File: config.mk
export PLATFORM = sky130hd
export DESIGN_NAME = sipo_capture_ctrl
export DESIGN_NICKNAME = d
export VERILOG_FILES = /design/src/rtl/sipo_capture_ctrl.sv
export SDC_FILE = /design/constraint.sdc
export NUM_CORES = 1
export LEC_CHECK = 0
export ABC_AREA = 1
export BUFFER_PORTS_ARGS = -buffer_cell sky130_fd_sc_hd__buf_2
export CORE_ASPECT_RATIO = 0.7
export CORE_UTILIZATION = 40
export CTS_CLUSTER_SIZE = 10
export DETAILED_ROUTE_END_ITERATION = 10
export PLACE_DENSITY = 0.62
export SYNTH_ARGS = -nofsm -noshare
export SYNTH_HDL_FRONTEND = slang
export SYNTH_SLANG_ARGS = --single-unit
File: constraint.sdc
create_clock -name C -period 1.7 [get_ports C]
set_clock_uncertainty 0.15 [all_clocks]
set_input_delay 0.255 -clock C [delete_from_list [all_inputs] [get_ports C]]
set_output_delay 0.255 -clock C [all_outputs]
set_load 0.05 [all_outputs]
File: src/rtl/sipo_capture_ctrl.sv
// Serial-to-parallel capture stage: assembles WIDTH enable-qualified bits into a
// registered word with a one-cycle QV strobe. Define SIPO_CAPTURE_PARITY_EN for a trailing parity bit.
module sipo_capture_ctrl #(
    parameter int WIDTH      = 8,
    parameter int MSB_FIRST  = 1,
    parameter int ODD_PARITY = 0
) (
    input  logic             C,
    input  logic             R,
    input  logic             D,
    input  logic             E,
    input  logic             CLR,
    output logic [WIDTH-1:0] Q,
    output logic             QV,
    output logic             BUSY,
    output logic             PERR
);

    localparam int              CNT_W     = $clog2(WIDTH);
    localparam logic [CNT_W-1:0] LAST_CNT = CNT_W'(WIDTH - 1);
    localparam logic            PAR_SENSE = (ODD_PARITY != 0);

    localparam logic [1:0] ST_IDLE  = 2'd0;
    localparam logic [1:0] ST_SHIFT = 2'd1;
    localparam logic [1:0] ST_PAR   = 2'd2;

    logic [WIDTH-1:0] sreg_reg  = '0;
    logic [WIDTH-1:0] sreg_next;
    logic [CNT_W-1:0] cnt_reg   = '0;
    logic [CNT_W-1:0] cnt_next;
    logic [1:0]       state_reg = ST_IDLE;
    logic [1:0]       state_next;
    logic [WIDTH-1:0] q_reg     = '0;
    logic [WIDTH-1:0] q_next;
    logic             qv_reg    = 1'b0;
    logic             qv_next;
    logic [WIDTH-1:0] shift_word;

    // Word as it will look once the current D has been shifted in.
    generate
        if (MSB_FIRST != 0) begin : g_msb_first
            assign shift_word = {sreg_reg[WIDTH-2:0], D};
        end else begin : g_lsb_first
            assign shift_word = {D, sreg_reg[WIDTH-1:1]};
        end
    endgenerate

`ifdef SIPO_CAPTURE_PARITY_EN
    logic perr_reg = 1'b0;
    logic perr_next;
    logic parity_bad;

    assign parity_bad = ^{sreg_reg, D, PAR_SENSE};
`endif

    always_comb begin
        sreg_next  = sreg_reg;
        cnt_next   = cnt_reg;
        state_next = state_reg;
        q_next     = q_reg;
        qv_next    = 1'b0;
`ifdef SIPO_CAPTURE_PARITY_EN
        perr_next  = 1'b0;
`endif
        if (CLR) begin
            // Abort drops the partial word and any pending parity bit; Q keeps the last word.
            sreg_next  = '0;
            cnt_next   = '0;
            state_next = ST_IDLE;
        end else if (E) begin
            case (state_reg)
`ifdef SIPO_CAPTURE_PARITY_EN
                ST_PAR: begin
                    q_next     = sreg_reg;
                    qv_next    = 1'b1;
                    perr_next  = parity_bad;
                    sreg_next  = '0;
                    state_next = ST_IDLE;
                end
`endif
                default: begin
                    sreg_next = shift_word;
                    if (cnt_reg == LAST_CNT) begin
                        cnt_next = '0;
`ifdef SIPO_CAPTURE_PARITY_EN
                        state_next = ST_PAR;
`else
                        q_next     = shift_word;
                        qv_next    = 1'b1;
                        state_next = ST_IDLE;
`endif
                    end else begin
                        cnt_next   = cnt_reg + 1'b1;
                        state_next = ST_SHIFT;
                    end
                end
            endcase
        end
    end

    always_ff @(posedge C) begin
        if (!R) begin
            sreg_reg  <= '0;
            cnt_reg   <= '0;
            state_reg <= ST_IDLE;
            q_reg     <= '0;
            qv_reg    <= 1'b0;
        end else begin
            sreg_reg  <= sreg_next;
            cnt_reg   <= cnt_next;
            state_reg <= state_next;
            q_reg     <= q_next;
            qv_reg    <= qv_next;
        end
    end

`ifdef SIPO_CAPTURE_PARITY_EN
    always_ff @(posedge C) begin
        if (!R) begin
            perr_reg <= 1'b0;
        end else begin
            perr_reg <= perr_next;
        end
    end

    assign PERR = perr_reg;
`else
    // Parity sense only matters when the parity bit exists.
    assign PERR = PAR_SENSE & 1'b0;
`endif

    assign Q    = q_reg;
    assign QV   = qv_reg;
    assign BUSY = (cnt_reg != '0) || (state_reg == ST_PAR);

endmodule

Yosys cells after proc, flatten, opt, wreduce, memory -nomap -nowiden
Index checks and enable logic that the tools add are counted.

storage, ports and cells
  output and inout port bits = 11
  input bits = 5
  latch bits = 0
  bits in writable memories = 0
  word-level logic and storage cells = 19
  register bits = 21
  memories = 0
  bits in read-only memories = 0

operators by class
  multiply operators = 0
  div/mod/pow operators = 0
  magnitude comparators = 0
  bitwise gates (word level) = 3
  mux-type cells = 3
  add/sub/neg operators = 1
  eq/ne operators = 2
  shifts and indexed selects = 0
  reduce and logical (&&, ||, !) cells = 5

operators by type and width
  cell                                                            number
  3-bit by 1-bit adder with 3-bit output (second input constant)  1
  3-bit equality test (second input constant)                     1
  3-bit two-way mux                                               1
  1-bit NOT                                                       3
  3-bit AND reduction                                             1
  3-bit nonzero test                                              1
  3-bit OR reduction                                              1
  2-bit equality test (second input constant)                     1
  1-bit two-way mux                                               2
  2-bit OR reduction                                              1
  1-bit logical OR                                                1

Longest topological paths before layout
Gate-level depths: netlist of the first run.

  depth in word-level cells = 2
  depth in mapped cells = 7
  gate-level depth less buffers = 6

Worst setup path before layout of the first run
OpenSTA, ideal clock, no wires.

  kind = register -> register
  start = register cnt_reg[0]
  end = register q_reg[6], in the netlist Q[6]
  required time = 1.437 ns
  library setup time = 0.113 ns
  cell stages (with the launch flop) = 8
  data arrival time = 1.086 ns
  clock period less this slack = 1.348 ns
  setup slack = 0.352 ns
  buffers on the path = 1
  path through = dfxtp_1 ha_1 ha_1 nand3_4 buf_6 nand2_1 nand2_1 nor2_1

on the way
  word-level cells in the longest chain between the ends = 2

RTL lines
  element                               line  text
  from (decl)                           29    logic [CNT_W-1:0] cnt_reg = '0;
  from (signal assigned)                110   cnt_reg <= cnt_next;
  3-bit equality test                   83    if (cnt_reg == LAST_CNT) begin
  3-bit AND reduction (no source line)  -
  to (signal assigned)                  112   q_reg <= q_next;
  to (decl)                             33    logic [WIDTH-1:0] q_reg = '0;

Every way passes these cells.
A chain may end at the register's enable or synchronous reset.

Worst setup path after layout of the first run
  start = register cnt_reg[0]
  end = output BUSY

on the way
  word-level cells in the longest chain between the ends = 2

RTL lines
  element             line  text
  3-bit nonzero test  134   assign BUSY = (cnt_reg != '0) || (state_reg == ST_PAR);
  1-bit logical OR    134
  to (decl)           15    output logic BUSY,

Every way passes these cells.

==> flow_metrics.env, run 1 <==
export IMPL_ant_nets=0
export IMPL_first_global_vias=534
export IMPL_io_pins=16
export IMPL_rsz0062_at_grt="no"
export IMPL_drtPass1Iterations=4
export IMPL_grt_use_total=0.168
export IMPL_core_region_area_sq_um=1700
export IMPL_overflow=0
export IMPL_status="finished clean"
export IMPL_io_buffers=14
export IMPL_synth_avg_cell_area_sq_um=7.23
export IMPL_cp_max_fo=4
export IMPL_start_util=0.460
export IMPL_whs_ps=40.4
export IMPL_start_kind="register"
export IMPL_cts_tree="built"
export IMPL_fin_crit_sh=0.928
export IMPL_drtIter0Drc=6
export IMPL_min_path_type="in2reg"
export IMPL_period_needed_ps=1580
export IMPL_grt_pass1_wl_um=2320
export IMPL_cts_root_buf="clkbuf_4"
export IMPL_drive_gt1_frac=0.156
export IMPL_setup_violations_final=0
export IMPL_crit_arrival_ps=1170
export IMPL_htreeDepth=1
export IMPL_power_density_nw_per_um2=826
export IMPL_totalWireLength_um=1420
export IMPL_nets=131
export IMPL_worstSetupPathType="reg2out"
export IMPL_syn_area_sq_um=781
export IMPL_timing_max_cap_violations=0
export IMPL_nFillCells=180
export IMPL_die_area_sq_um=2140
export IMPL_cts_buffer_depth=2
export IMPL_largest_reg_flops=8
export IMPL_vias=639
export IMPL_routed_via_density=4.47
export IMPL_dpl_cell_area_sq_um=848
export IMPL_layout_commonest_cell="nand2_1"
export IMPL_multiInputGateArea_sq_um=319
export IMPL_synth_distinct_cells=12
export IMPL_regArea_sq_um=382
export IMPL_finalHoldViolCount=0
export IMPL_drc=0
export IMPL_crit_required_ps=1290
export IMPL_place_gp_congestion=0.697
export IMPL_ys_warn_count=0
export IMPL_dp_slack_ps=305
export IMPL_worstSetupEndpointType="output port"
export IMPL_clock_fmax_mhz=634
export IMPL_postSynthCellCount=108
export IMPL_die_h_um=39.0
export IMPL_antenna_found_initial=0
export IMPL_final_cell_mix="38 x nand2_1, 18 x dfxtp_1, 18 x nor2_1"
export IMPL_clk_latency_ps=300
export IMPL_yosysSeqAreaShare=0.487
export IMPL_final_util=0.518
export IMPL_grt_max_degree=18
export IMPL_routedWlPerCell_um=9.90
export IMPL_synth_top_cells_by_area="dfxtp_1 49%, nand2_1 18%, nor2_1 8.7%"
export IMPL_ir_worst_vdd_uv=480
export IMPL_fin_ws_ps=123
export IMPL_synth_seq_cells=19
export IMPL_numCtsBuffers=3
export IMPL_tns_ps=0
export IMPL_fp_row_count=12
export IMPL_stdcell_area_sq_um=878
export IMPL_synth_largest_area_cell="dfxtp_1"
export IMPL_area_growth_pct=12.5
export IMPL_syn_nets=116
export IMPL_clkSlewWorstSetupHoldPaths_ps=110
export IMPL_leakage_uw=0.000451
export IMPL_cts_sinks=19
export IMPL_dp_hpwl_um=918
export IMPL_synth_top_area_share=0.487
export IMPL_drv_slew=0
export IMPL_die_w_um=54.8
export IMPL_antenna_cells=0
kinds of logic after synthesis:
| group | share of synthesized area |
|---|---|
| AOI/OAI and AO/OA | 0.0641 |
| buffers and inverters | 0.104 |
| other | 0.00480 |
| and+or+nand+nor | 0.292 |
| DFF | 0.487 |
| adders and majority gates | 0.0481 |
where the power goes:
group | total [uW] | switching, uW | internal [uW] | leakage [uW]
clock | 235 | 143 | 91.6 | 0.0000150
sequential | 450 | 2.02 | 448 | 0.000154
combinational | 41.1 | 31.5 | 9.61 | 0.000282
cells in the mapped netlist:
cell	count
nand2_1	38
dfxtp_1	19
nor2_1	18
inv_1	13
a21oi_1	10
ha_1	3
buf_2	2
buf_4	1
buf_6	1
clkinv_1	1
conb_1	1
nand3_4	1
worst max-delay path, cell delays in order (launching register included):
cell and delay (ps):
dfxtp_2 360, inv_1 40, ha_1 180, nand2_1 60, clkbuf_4 220
routing by layer:
layer	vias to the layer above	wire length [um]	global-route usage
met1	275	710	0.190
met2	12	602	0.262
met3	5	72	0.0824
met4	0	29	0.0769
li1	347	-	-
met5	-	0	0
worst paths after layout:
path,startpoint,to,slack (ps),depth (start not counted)
setup reg to reg,cnt_reg[0],Q[5],320,6
setup / recovery,cnt_reg[0],BUSY,120,4
hold reg to reg,sreg_reg[6],sreg_reg[6],340,2
hold / removal,D,Q[0],40,3
repair_timing:
item,4_1_cts,5_1_grt
hold endpoints to repair,0,0
hold buffers,0,0
setup endpoints to repair,0,1
buffers inserted,0,0
gates resized for setup,0,2
per-stage QoR:
step                total power, uW  std cells
CTS                             734        143
finish                          725        143
global placement                499        139
detailed placement              500        139
global route                    761        143
floorplan                       490        108
final cells by class:
cell class | count | area share
clock buffers | 4 | 0.0299
repair buffers | 14 | 0.0826
inverters | 14 | 0.0598
multi-input cells | 71 | 0.363
flip-flops and latches | 19 | 0.434
well taps | 21 | 0.0299
Note: power is estimated with default switching activity, not from simulation.
==> inputs of run 2 (changes only) <==
CORE_MARGIN = 5   (was unset)
REMOVE_ABC_BUFFERS = 1   (was unset)
==> run 2 against run 1 <==
Net effect: register-to-register slack about the same; final cell count increased by 0.70%; count of clock-buffer cells in the layout unchanged; design area unchanged; hold slack improved by 8.8 ps; clock power decreased by 4%; die area increased by 38%; non-clock buffer count unchanged; utilization decreased by 4.4 points; via count increased by 0.63%; critical path type unchanged; largest power group unchanged.
==> flow_metrics.env, run 2 (synthesis results as in run 1) <==
export IMPL_routedWlPerCell_um=9.06
export IMPL_antenna_cells=0
export IMPL_rsz0062_at_grt="no"
export IMPL_numCtsBuffers=3
export IMPL_cp_max_fo=4
export IMPL_area_growth_pct=12.5
export IMPL_setup_violations_final=0
export IMPL_regArea_sq_um=380
export IMPL_core_region_area_sq_um=1850
export IMPL_cts_buffer_depth=2
export IMPL_critPathTopFamily="flip-flops"
export IMPL_start_kind="register"
export IMPL_drv_slew=0
export IMPL_status="finished clean"
export IMPL_final_cell_mix="38 x nand2_1, 19 x dfxtp_1, 18 x nor2_1"
export IMPL_cts_hold_buffers_added=0
export IMPL_leakage_uw=0.000450
export IMPL_ant_nets=0
export IMPL_timing_max_cap_violations=0
export IMPL_power_density_nw_per_um2=813
export IMPL_largest_reg_flops=8
export IMPL_min_path_type="in2reg"
export IMPL_io_pins=16
export IMPL_p_sw_uw=166
export IMPL_ir_worst_vdd_uv=429
export IMPL_vias=643
export IMPL_fin_crit_sh=0.947
export IMPL_clock_power_share=0.315
export IMPL_multiInputGateArea_sq_um=319
export IMPL_worstSetupEndpointType="output port"
export IMPL_place_gp_congestion=0.700
export IMPL_start_util=0.421
export IMPL_crit_path_cell_trace="inv_1, ha_1, nand2_1, clkbuf_4"
export IMPL_finalPower_uw=714
export IMPL_drc=0
export IMPL_worstSetupPathType="reg2out"
export IMPL_worst_path_buf_inv=2
export IMPL_cts_tree="built"
export IMPL_die_w_um=62.8
export IMPL_period_needed_ps=1610
export IMPL_die_area_sq_um=2950
export IMPL_clock_fmax_mhz=621
export IMPL_layout_commonest_cell="nand2_1"
export IMPL_grt_max_degree=18
export IMPL_crit_required_ps=1290
export IMPL_critPathSlowestCell="dfxtp_1"
export IMPL_swShare=0.232
export IMPL_finalHoldViolCount=0
export IMPL_fin_ws_ps=89.5
export IMPL_p_seq_frac=0.629
export IMPL_dpl_cell_area_sq_um=850
export IMPL_drtIter0Drc=15
export IMPL_die_h_um=47.0
export IMPL_nets=131
export IMPL_totalWireLength_um=1310
export IMPL_internal_power_uw=548
export IMPL_drtPass1Iterations=2
export IMPL_grt_use_total=0.107
export IMPL_fp_row_count=13
export IMPL_overflow=0
export IMPL_cts_root_buf="clkbuf_4"
export IMPL_cts_sinks=19
export IMPL_crit_arrival_ps=1210
export IMPL_antenna_found_initial=0
export IMPL_combinationalPowerShare=0.056
export IMPL_critPathMaxStageDelay_ps=390
export IMPL_clkSlewWorstSetupHoldPaths_ps=100
export IMPL_post_cts_buffers=0
export IMPL_tns_ps=0
export IMPL_first_global_vias=573
export IMPL_routed_via_density=4.47
export IMPL_grt_pass1_wl_um=2400
export IMPL_io_buffers=14
export IMPL_htreeDepth=1
export IMPL_dp_hpwl_um=935
export IMPL_nFillCells=189
export IMPL_whs_ps=49.3
export IMPL_dp_slack_ps=312
export IMPL_clk_latency_ps=290
export IMPL_drive_gt1_frac=0.148
export IMPL_stdcell_area_sq_um=878
-- run 2: routing by layer --
| layer | track usage | vias to the layer above | share of wire |
|---|---|---|---|
| met4 | 0.0254 | 0 | 0.0092 |
| met3 | 0.0598 | 5 | 0.077 |
| met2 | 0.182 | 14 | 0.39 |
| met5 | 0 | - | 0 |
| met1 | 0.121 | 276 | 0.52 |
| li1 | - | 348 | - |
-- run 2: worst paths after layout --
kind              cells past startpoint     endpoint   startpoint  slack, ps
setup / recovery                      4         BUSY   cnt_reg[0]         90
hold reg to reg                       2  sreg_reg[6]  sreg_reg[6]        330
hold / removal                        3         Q[0]            D         50
setup reg to reg                      6         Q[6]   cnt_reg[0]        310
-- run 2: per-stage QoR --
step / utilization / cells
2_1_floorplan: - / 104
3_3_place_gp: 0.458 / 140
3_5_place_dp: 0.458 / 140
4_1_cts: 0.472 / 144
5_1_grt: 0.474 / 144
6_report: 0.474 / 144
-- run 2: repair_timing --
action / in CTS / in global routing
hold endpoints to repair: 0 / 0
resized for setup: 0 / 1
endpoints found under the setup margin: 0 / 1
-- run 2: layout make-up --
type,instances,area share
Multi-Input combinational cell,71,0.363
Inverter,14,0.0598
Tap cell,22,0.0313
Sequential cell,19,0.433
Timing Repair Buffer,14,0.0826
Clock buffer,4,0.0299
-- run 2: worst reg2reg max path, stage by stage (launching register included) --
cell     delay [ps]
dfxtp_1         390
ha_1            160
ha_1            200
nand3_4         190
nand2_1         110
nand2_1          50
nor2_1           90
-- run 2: power by group through the flow --
stage / sequential, uW / combinational, uW / clock (uW)
3_5_place_dp: 460 / 40.2 / 0
4_1_cts: 449 / 40.3 / 237
2_1_floorplan: 459 / 23.2 / 0
3_3_place_gp: 459 / 40.1 / 0
5_1_grt: 450 / 45.0 / 261
6_report: 449 / 40.2 / 225
==> inputs of run 3 (changes only) <==
CORE_ASPECT_RATIO = unset   (was 0.7)
CORE_UTILIZATION = 51   (was 40)
PLACE_DENSITY = 0.76   (was 0.62)
==> run 3 against run 2 <==
Net effect: register-to-register slack about the same; first-iteration DRC count down 60%; fmax up 0.20%; combinational power down 1%; critical path depth unchanged; via count down 2.6%; worst setup slack better by 3.3 ps; utilization up 12 points; sequential share of layout area up 0.37 points; critical path type unchanged; largest power group unchanged.
==> flow_metrics.env, run 3 (synthesis results as in run 1) <==
export IMPL_rsz0062_at_grt="no"
export IMPL_drc=0
export IMPL_crit_path_cell_trace="inv_1, ha_1, nand2_1, clkbuf_4"
export IMPL_ant_nets=0
export IMPL_crit_required_ps=1290
export IMPL_largest_reg_flops=8
export IMPL_power_density_nw_per_um2=816
export IMPL_dpl_cell_area_sq_um=842
export IMPL_drtIter0Drc=6
export IMPL_antenna_cells=0
export IMPL_cp_max_fo=4
export IMPL_tns_ps=0
export IMPL_crit_arrival_ps=1200
export IMPL_antenna_found_initial=0
export IMPL_place_gp_congestion=0.792
export IMPL_totalWireLength_um=1230
export IMPL_critPathSlowestCell="dfxtp_1"
export IMPL_clock_fmax_mhz=622
export IMPL_drv_slew=0
export IMPL_area_growth_pct=11.5
export IMPL_io_buffers=14
export IMPL_start_kind="register"
export IMPL_die_w_um=49.1
export IMPL_cts_buffer_depth=2
export IMPL_drive_gt1_frac=0.148
export IMPL_first_global_vias=504
export IMPL_stdcell_area_sq_um=871
export IMPL_grt_use_total=0.116
export IMPL_timing_max_cap_violations=0
export IMPL_worstSetupEndpointType="output port"
export IMPL_ir_worst_vdd_uv=458
export IMPL_cts_hold_buffers_added=0
export IMPL_vias=626
export IMPL_overflow=0
export IMPL_min_path_type="in2reg"
export IMPL_dp_slack_ps=313
export IMPL_fin_ws_ps=92.8
export IMPL_cts_tree="built"
export IMPL_grt_max_degree=18
export IMPL_post_cts_buffers=0
export IMPL_routedWlPerCell_um=8.88
export IMPL_start_util=0.531
export IMPL_die_area_sq_um=2410
export IMPL_io_pins=16
export IMPL_drtPass1Iterations=2
export IMPL_leakage_uw=0.000450
export IMPL_worstSetupPathType="reg2out"
export IMPL_htreeDepth=1
export IMPL_finalHoldViolCount=0
export IMPL_fp_row_count=14
export IMPL_period_needed_ps=1610
export IMPL_layout_commonest_cell="nand2_1"
export IMPL_nets=131
export IMPL_critPathMaxStageDelay_ps=390
export IMPL_clk_latency_ps=290
export IMPL_clkSlewWorstSetupHoldPaths_ps=100
export IMPL_grt_pass1_wl_um=2170
export IMPL_routed_via_density=4.54
export IMPL_dp_hpwl_um=866
export IMPL_core_region_area_sq_um=1470
export IMPL_die_h_um=49.1
export IMPL_final_cell_mix="38 x nand2_1, 19 x dfxtp_1, 18 x nor2_1"
export IMPL_whs_ps=46.7
export IMPL_status="finished clean"
export IMPL_cts_root_buf="clkbuf_4"
export IMPL_fin_crit_sh=0.945
export IMPL_setup_violations_final=0
export IMPL_final_util=0.592
export IMPL_numCtsBuffers=3
export IMPL_cts_sinks=19
run 3: cell counts in the layout (fill, tap and decap cells not counted):
Identical to the previous run, type by type.
run 3: final timing paths:
path                from          end  slack (ps)  cells after the start
max           cnt_reg[0]         BUSY          90                      4
min                    D         Q[0]          50                      3
max reg2reg   cnt_reg[0]         Q[3]         310                      5
min reg2reg  sreg_reg[6]  sreg_reg[6]         320                      2
run 3: area by class of cell:
type	count	area, sq um
Multi-Input combinational cell	71	319
Fill cell	150	601
Tap cell	16	20.0
Inverter	14	52.6
Clock buffer	4	26.3
Sequential cell	19	380
Timing Repair Buffer	14	72.6
run 3: worst max-delay path, delay by kind of cell, from the launching register on:
kind / cells / cell delay [ps]
buf+inv: 2 / 280
fa+ha+maj: 1 / 190
flops: 1 / 390
simple gates: 1 / 60
run 3: timing repair:
item	4_1_cts	5_1_grt
endpoints found under the hold margin	0	0
setup endpoints to repair	0	1
gates resized for setup	0	1
run 3: through the flow:
step	total power (uW)	cells
after floorplan	482	104
after global placement	499	134
after detailed placement	499	134
after CTS	721	138
after global routing	753	138
final	711	138
run 3: power breakdown:
part           internal [uW]  switching (uW)  leakage (uW)
Combinational           9.59            30.2      0.000282
Sequential               447            2.10      0.000153
Clock                   91.3             130     0.0000150
Total                    548             163      0.000450
run 3: routing by layer:
metal  global-route usage  vias up  wire length, um
li1                     -      349                -
met1                0.150      259              598
met2                0.155       14              521
met3               0.0398        4               79
met4               0.0897        0               25
met5                    0        -                0
